File: src/rtl/frame_step_sequencer.sv
// frame_step_sequencer
//   Paces the snake game logic off the display timing. Every SPEED frames,
//   at the start of vertical sync, it runs move -> collision check -> food
//   placement over shared game state. Each step is a req/done handshake.
//   A game-state update that is still running when the active area begins
//   is flagged on overrun.
//
// Ports
//   clk_disp            pixel clock, all logic on posedge
//   rst                 asynchronous active-high reset
//   v_sync, inrange     display timing (v_sync low during sync lines)
//   enable, speed       run control; speed 0 selects DEF_SPEED
//   restart             one-cycle pulse, back to IDLE with flags cleared
//   move_req/move_done  snake move handshake
//   coll_req/coll_done  collision/eat check, coll_hit/ate valid with done
//   food_req/food_done  food placement handshake
//   step_pulse          one cycle at sequence start
//   busy                sequence in progress
//   game_over, overrun  sticky status flags
module frame_step_sequencer #(
   parameter int                 SPEED_W   = 4,
   parameter logic [SPEED_W-1:0] DEF_SPEED = 4'd8
) (
   input  logic               clk_disp,
   input  logic               rst,
   input  logic               v_sync,
   input  logic               inrange,
   input  logic               enable,
   input  logic [SPEED_W-1:0] speed,
   input  logic               restart,
   output logic               move_req,
   input  logic               move_done,
   output logic               coll_req,
   input  logic               coll_done,
   input  logic               coll_hit,
   input  logic               ate,
   output logic               food_req,
   input  logic               food_done,
   output logic               step_pulse,
   output logic               busy,
   output logic               game_over,
   output logic               overrun
);

   typedef enum logic [2:0] {
      S_IDLE,
      S_MOVE,
      S_CHECK,
      S_FOOD,
      S_OVER
   } state_t;

   state_t             state_q;
   logic [SPEED_W-1:0] frame_cnt_q;
   logic               vsync_q;
   logic               inr_q;
   logic               move_req_q;
   logic               coll_req_q;
   logic               food_req_q;
   logic               step_pulse_q;
   logic               game_over_q;
   logic               overrun_q;

   logic [SPEED_W-1:0] eff_speed;
   logic [SPEED_W-1:0] last_cnt;
   logic               frame_tick;
   logic               inr_rise;

   assign eff_speed  = (speed == '0) ? DEF_SPEED : speed;
   assign last_cnt   = eff_speed - SPEED_W'(1);
   // Falling edge of v_sync marks the start of the vertical sync lines.
   assign frame_tick = vsync_q & ~v_sync;
   assign inr_rise   = inrange & ~inr_q;

   assign busy = (state_q == S_MOVE) || (state_q == S_CHECK) || (state_q == S_FOOD);

   assign move_req   = move_req_q;
   assign coll_req   = coll_req_q;
   assign food_req   = food_req_q;
   assign step_pulse = step_pulse_q;
   assign game_over  = game_over_q;
   assign overrun    = overrun_q;

   // Each request rises one cycle after its state is entered. Done is only
   // honoured once the request is visible, so a done that arrives in the
   // same cycle as the rising request is accepted, and the request falls on
   // the following edge together with the state change.
   always_ff @(posedge clk_disp or posedge rst) begin
      if (rst) begin
         state_q      <= S_IDLE;
         frame_cnt_q  <= '0;
         vsync_q      <= 1'b1;
         inr_q        <= 1'b0;
         move_req_q   <= 1'b0;
         coll_req_q   <= 1'b0;
         food_req_q   <= 1'b0;
         step_pulse_q <= 1'b0;
         game_over_q  <= 1'b0;
         overrun_q    <= 1'b0;
      end else begin
         vsync_q      <= v_sync;
         inr_q        <= inrange;
         step_pulse_q <= 1'b0;
         if (restart) begin
            // Any done in this cycle is dropped; reqs are withdrawn.
            state_q     <= S_IDLE;
            frame_cnt_q <= '0;
            move_req_q  <= 1'b0;
            coll_req_q  <= 1'b0;
            food_req_q  <= 1'b0;
            game_over_q <= 1'b0;
            overrun_q   <= 1'b0;
         end else begin
            if (inr_rise && busy)
               overrun_q <= 1'b1;
            case (state_q)
               S_IDLE: begin
                  // Ticks outside IDLE are never counted, so steps never queue.
                  if (frame_tick && enable) begin
                     if (frame_cnt_q >= last_cnt) begin
                        frame_cnt_q  <= '0;
                        step_pulse_q <= 1'b1;
                        state_q      <= S_MOVE;
                     end else begin
                        frame_cnt_q <= frame_cnt_q + SPEED_W'(1);
                     end
                  end
               end
               S_MOVE: begin
                  if (!move_req_q) begin
                     move_req_q <= 1'b1;
                  end else if (move_done) begin
                     move_req_q <= 1'b0;
                     state_q    <= S_CHECK;
                  end
               end
               S_CHECK: begin
                  if (!coll_req_q) begin
                     coll_req_q <= 1'b1;
                  end else if (coll_done) begin
                     coll_req_q <= 1'b0;
                     if (coll_hit) begin
                        state_q     <= S_OVER;
                        game_over_q <= 1'b1;
                     end else if (ate) begin
                        state_q <= S_FOOD;
                     end else begin
                        state_q <= S_IDLE;
                     end
                  end
               end
               S_FOOD: begin
                  if (!food_req_q) begin
                     food_req_q <= 1'b1;
                  end else if (food_done) begin
                     food_req_q <= 1'b0;
                     state_q    <= S_IDLE;
                  end
               end
               S_OVER: begin
                  // Frozen until restart.
               end
               default: state_q <= S_IDLE;
            endcase
         end
      end
   end

endmodule

File: config.mk
export PLATFORM = sky130hd
export DESIGN_NAME = frame_step_sequencer
export DESIGN_NICKNAME = d
export VERILOG_FILES = /design/src/rtl/frame_step_sequencer.sv
export SDC_FILE = /design/constraint.sdc
export NUM_CORES = 1
export LEC_CHECK = 0
export BUFFER_PORTS_ARGS = -buffer_cell sky130_fd_sc_hd__buf_2
export CAP_MARGIN = 15
export CORE_ASPECT_RATIO = 1.25
export CORE_MARGIN = 5
export CORE_UTILIZATION = 45
export CTS_CLUSTER_DIAMETER = 50
export DETAILED_ROUTE_END_ITERATION = 10
export PLACE_DENSITY = 0.69
export SLEW_MARGIN = 20
export SYNTH_ARGS = -nofsm -noshare
export SYNTH_HDL_FRONTEND = slang
export SYNTH_SLANG_ARGS = --single-unit
File: constraint.sdc
create_clock -name clk_disp -period 2.4 [get_ports clk_disp]
set_input_delay 0.24 -clock clk_disp [delete_from_list [all_inputs] [get_ports clk_disp]]
set_output_delay 0.24 -clock clk_disp [all_outputs]
set_load 0.01 [all_outputs]
# After elaboration in Yosys (flattened, before gate mapping)
# Cells that the tools add are included.
# op_classes
add_sub_neg	2
n_lt_le_gt_ge	1
n_eq_ne	13
mux	40
n_bitwise	4
reduce_logical	18
# op_table
operator	n
two-way mux 3 bit	10
!= test 3 bit, second input constant	8
two-way mux 1 bit	23
two-way mux 4 bit	5
nonzero test 2 bit	9
one-hot mux 3 bit (5 select lines)	1
AND reduction 9 bit	1
equality test 3 x 2 -> 1 bit, second input constant	2
adder 4 x 1 -> 4 bit, second input constant	1
greater-or-equal comparator 4 bit	1
logical NOT 4 bit	1
AND reduction 4 bit	1
subtractor 4 x 1 -> 4 bit, second input constant	1
equality test 3 x 1 -> 1 bit, second input constant	1
equality test 3 bit, second input constant	1
logical NOT 3 bit	1
bitwise AND 1 bit	2
logical AND 1 bit	2
logical OR 1 bit	2
two-way mux 2 bit	1
!= test 2 bit, second input constant	1
NOT 1 bit	2
AND reduction 2 bit	1
# word_totals
regBits	15
input_bits	15
output_inout_bits	7
word_cells	88

# Depth between registers and ports, before layout
# logic_depth
depth_word	8
depth_mapped	12
depth_no_buf	11

# Least setup slack after synthesis
# No wires, ideal clock.
# synth_path
kind	input-to-reg
startpoint	input speed[0]
endpoint	register state_q[0]
setup_ps	119
t_arrival_ps	1920
path_slack_ps	361
path_stages	12
path_buffers	1
cell_sequence	inv_1 ha_1 nor4_1 a21oi_1 nor2_1 a21oi_1 ha_1 a2111oi_2 or3_1 buf_6 a21oi_2 a21bo_1
# synth_via
elab_chain_cells	6
# synth_rtl
item	line_no	rtl
from (decl)	29	input logic [SPEED_W-1:0] speed,
logical NOT 4 bit	69	assign eff_speed = (speed == '0) ? DEF_SPEED : speed;
two-way mux 4 bit *	69	
subtractor 4 x 1 -> 4 bit *	70	assign last_cnt = eff_speed - SPEED_W'(1);
greater-or-equal comparator 4 bit *	120	if (frame_cnt_q >= last_cnt) begin
!= test 3 bit (no source line) *	n/a	
AND reduction 9 bit (no source line) *	n/a	
to (signal assigned)	90	state_q <= S_IDLE;
to (signal assigned)	123	state_q <= S_MOVE;
to (signal assigned)	134	state_q <= S_CHECK;
to (decl)	53	state_t state_q;
# Every way passes the cells marked *; elsewhere a longest branch is shown, timed or not.
# A chain may end at the register's enable or synchronous reset.

# Worst setup path after layout
# Ends and elaborated chain as after synthesis.

==> impl_metrics.tcl <==
set metrics [dict create \
    synth_area_sq_um 927 \
    r2r_cells 7 \
    dieHeight_um 60.8 \
    root_buffer "clkbuf_4" \
    peakVddDrop_mv 0.448 \
    clk_latency_ns 0.29 \
    violations "negative hold slack" \
    placed_cells 138 \
    worstHoldPathType "in2async" \
    holdWs_ns -0.0147 \
    hold_viol 14 \
    place_hpwl_mm 1.43 \
    first_pass_iters 4 \
    rows 18 \
    postCtsSetupBuffers 0 \
    antenna_found_initial 0 \
    total_leakage_power_nw 0.506 \
    initial_core_util_pct 46.8 \
    post_cts_resized 0 \
    drc 0 \
    p_int_uw 467 \
    pwr-share-seq_pct 46.7 \
    rr_endpoint "state_q[0]" \
    portBuffers 21 \
    period_share_pct 86.0 \
    routabilityCongestion 0.804 \
    syn-num-nets 123 \
    grt_pass1_vias 781 \
    r2r_slack_ns 0.47 \
    vias 786 \
    crit_arrival_ns 2.25 \
    cp.required_ns 2.58 \
    postRouteAntennaNets 0 \
    via_per_inst 5.54 \
    rsz0062_at_grt "false" \
    nNetsFinal 144 \
    clock.fmax_ghz 0.484 \
    fin_tns_setup_ns 0 \
    syn_inst 102 \
    diodes 0 \
    slew_viol_final 0 \
    power.share.clock_pct 19.6 \
    drt_iter0_markers 10 \
    postSynthAreaPerCell_sq_um 9.09 \
    switchingPower_uw 288 \
    crit_path_start_kind "input pin" \
    synth_edf_count 0 \
    multi_input_area_sq_um 489 \
    clock_skew_ns 0.00665 \
    final_cell_mix "21 x buf_2, 14 x dfrtp_1, 10 x nand2_1, 10 x nor2_1" \
    drive_gt1_share_pct 25.4 \
    synthDistinctLibCells 35 \
    num_io_pins 22 \
    reg2reg_from "frame_cnt_q[0]" \
    grt_overflow 0 \
    area_delta_synth_final_pct 13.2 \
    die-area_sq_um 3070 \
    seq_area_sq_um 377 \
    p_total_uw 755 \
    fillerInstances 190 \
    hold_buffers 0 \
    grt_max_degree 16 \
    slew_headroom_pct 62.3 \
    finalWirelength_mm 1.80 \
    crit_fanout 7 \
    h-tree-depth 1 \
    grt_use_total_pct 13.1 \
    ys_ff_latch 15 \
    path_clk_slew_ns 0.10 \
    finalNonFillerCells 142 \
    setup_viol 0 \
    tightest_slew_ns 0.565 \
    cts.sinks 15 \
    final_common_cell "buf_2" \
    period_needed_ns 2.06 \
    cap_violations 0 \
    swShare_pct 38.1 \
    clk_path_buf_depth 2 \
    grt_pass1_wl_mm 3.20 \
    core_area_sq_um 1980 \
    yosysWarnings 0 \
    yosysSeqAreaShare_pct 40.6 \
    tritoncts "yes" \
    critical_path_class "in2reg" \
    ys.flop_type "dfrtp_1" \
    async_flop_share_pct 100 \
    p_per_area_nw_per_um2 719 \
    post_drt_wl_per_cell_um 12.6 \
    die_w_um 50.6 \
    endpoint_kind "register" \
    cts_buffers 3 \
    combPwrFrac_pct 33.8 \
    status "finished with violations" \
]
==> cell families after synthesis <==
logic type	count (synthesis)	synth area share, %
simple gates	46	27.1
buf+inv	12	6.61
fa+ha+maj	6	8.10
flops	15	40.6
mux	1	1.08
compound gates	21	15.5
xor+xnor	1	0.945
==> per-layer routing <==
layer	GRT usage [%]	vias to the layer above	wire length, um
li1	-	407	-
met1	14.7	361	786
met2	25.4	16	922
met3	1.47	2	69
met4	4.38	0	18
met5	0	-	0
==> power groups by stage <==
stage / Sequential [mW] / Clock (mW) / Combinational [mW]
2_1_floorplan: 0.330 / 0 / 0.213
3_3_place_gp: 0.355 / 0 / 0.251
3_5_place_dp: 0.356 / 0 / 0.256
4_1_cts: 0.352 / 0.153 / 0.257
5_1_grt: 0.361 / 0.160 / 0.290
6_report: 0.353 / 0.148 / 0.255
==> through the flow <==
| stage | instance area [sq um] | utilization, % | worst slack [ns] |
|---|---|---|---|
| after CTS | 1050 | 53.0 | 0.329 |
| after global routing | 1050 | 53.0 | 0.0706 |
| after floorplan | 927 | - | 0.361 |
| after global placement | 1020 | 51.6 | 0.139 |
| after detailed placement | 1020 | 51.6 | 0.0223 |
| final | 1050 | 53.0 | 0.335 |
==> final cells by class <==
type / count / area share [%]
Clock buffer: 3 / 2.15
Clock inverter: 1 / 0.477
Inverter: 7 / 2.50
Multi-Input combinational cell: 75 / 46.6
Sequential cell: 15 / 35.9
Tap cell: 20 / 2.38
Timing Repair Buffer: 21 / 10.0
==> worst max-delay path by stage <==
stage	from	end	slack, ns	depth (start not counted)
floorplan	speed[0]	state_q[0]	0.36	12
detailed placement	speed[0]	state_q[0]	0.02	12
finish	speed[0]	state_q[0]	0.34	12
global placement	speed[0]	state_q[0]	0.14	12
CTS	speed[0]	state_q[0]	0.33	12
global route	speed[0]	state_q[0]	0.07	12
==> cell usage after synthesis, drive strengths merged (3+ instances only) <==
library cell	number	area share, %
inv	7	2.8
ha	6	8.1
nor3b	3	3.0
a21oi	8	4.7
nand2b	4	3.5
nor3	4	2.2
buf	3	3.0
dfrtp	14	38
nand2	10	4.0
nand3	8	4.9
o21ai	4	2.2
nor2	10	4.0
==> registers in the layout, summed over array words and instances (netlist names) <==
signal / flops
food_req: 1
state_q: 3
move_req: 1
vsync_q: 1
step_pulse: 1
game_over: 1
frame_cnt_q: 4
inr_q: 1
overrun: 1
coll_req: 1
==> worst max-delay path, cell delays in order <==
cell       delay (ns)
buf_2            0.11
inv_1            0.05
ha_1             0.24
nor4_1           0.28
a21oi_1          0.07
nor2_1           0.09
a21oi_1          0.05
ha_1             0.21
a2111oi_2        0.32
or3_1            0.31
a21oi_2          0.10
a21bo_1          0.17
Note: power is estimated with default switching activity, not from simulation.
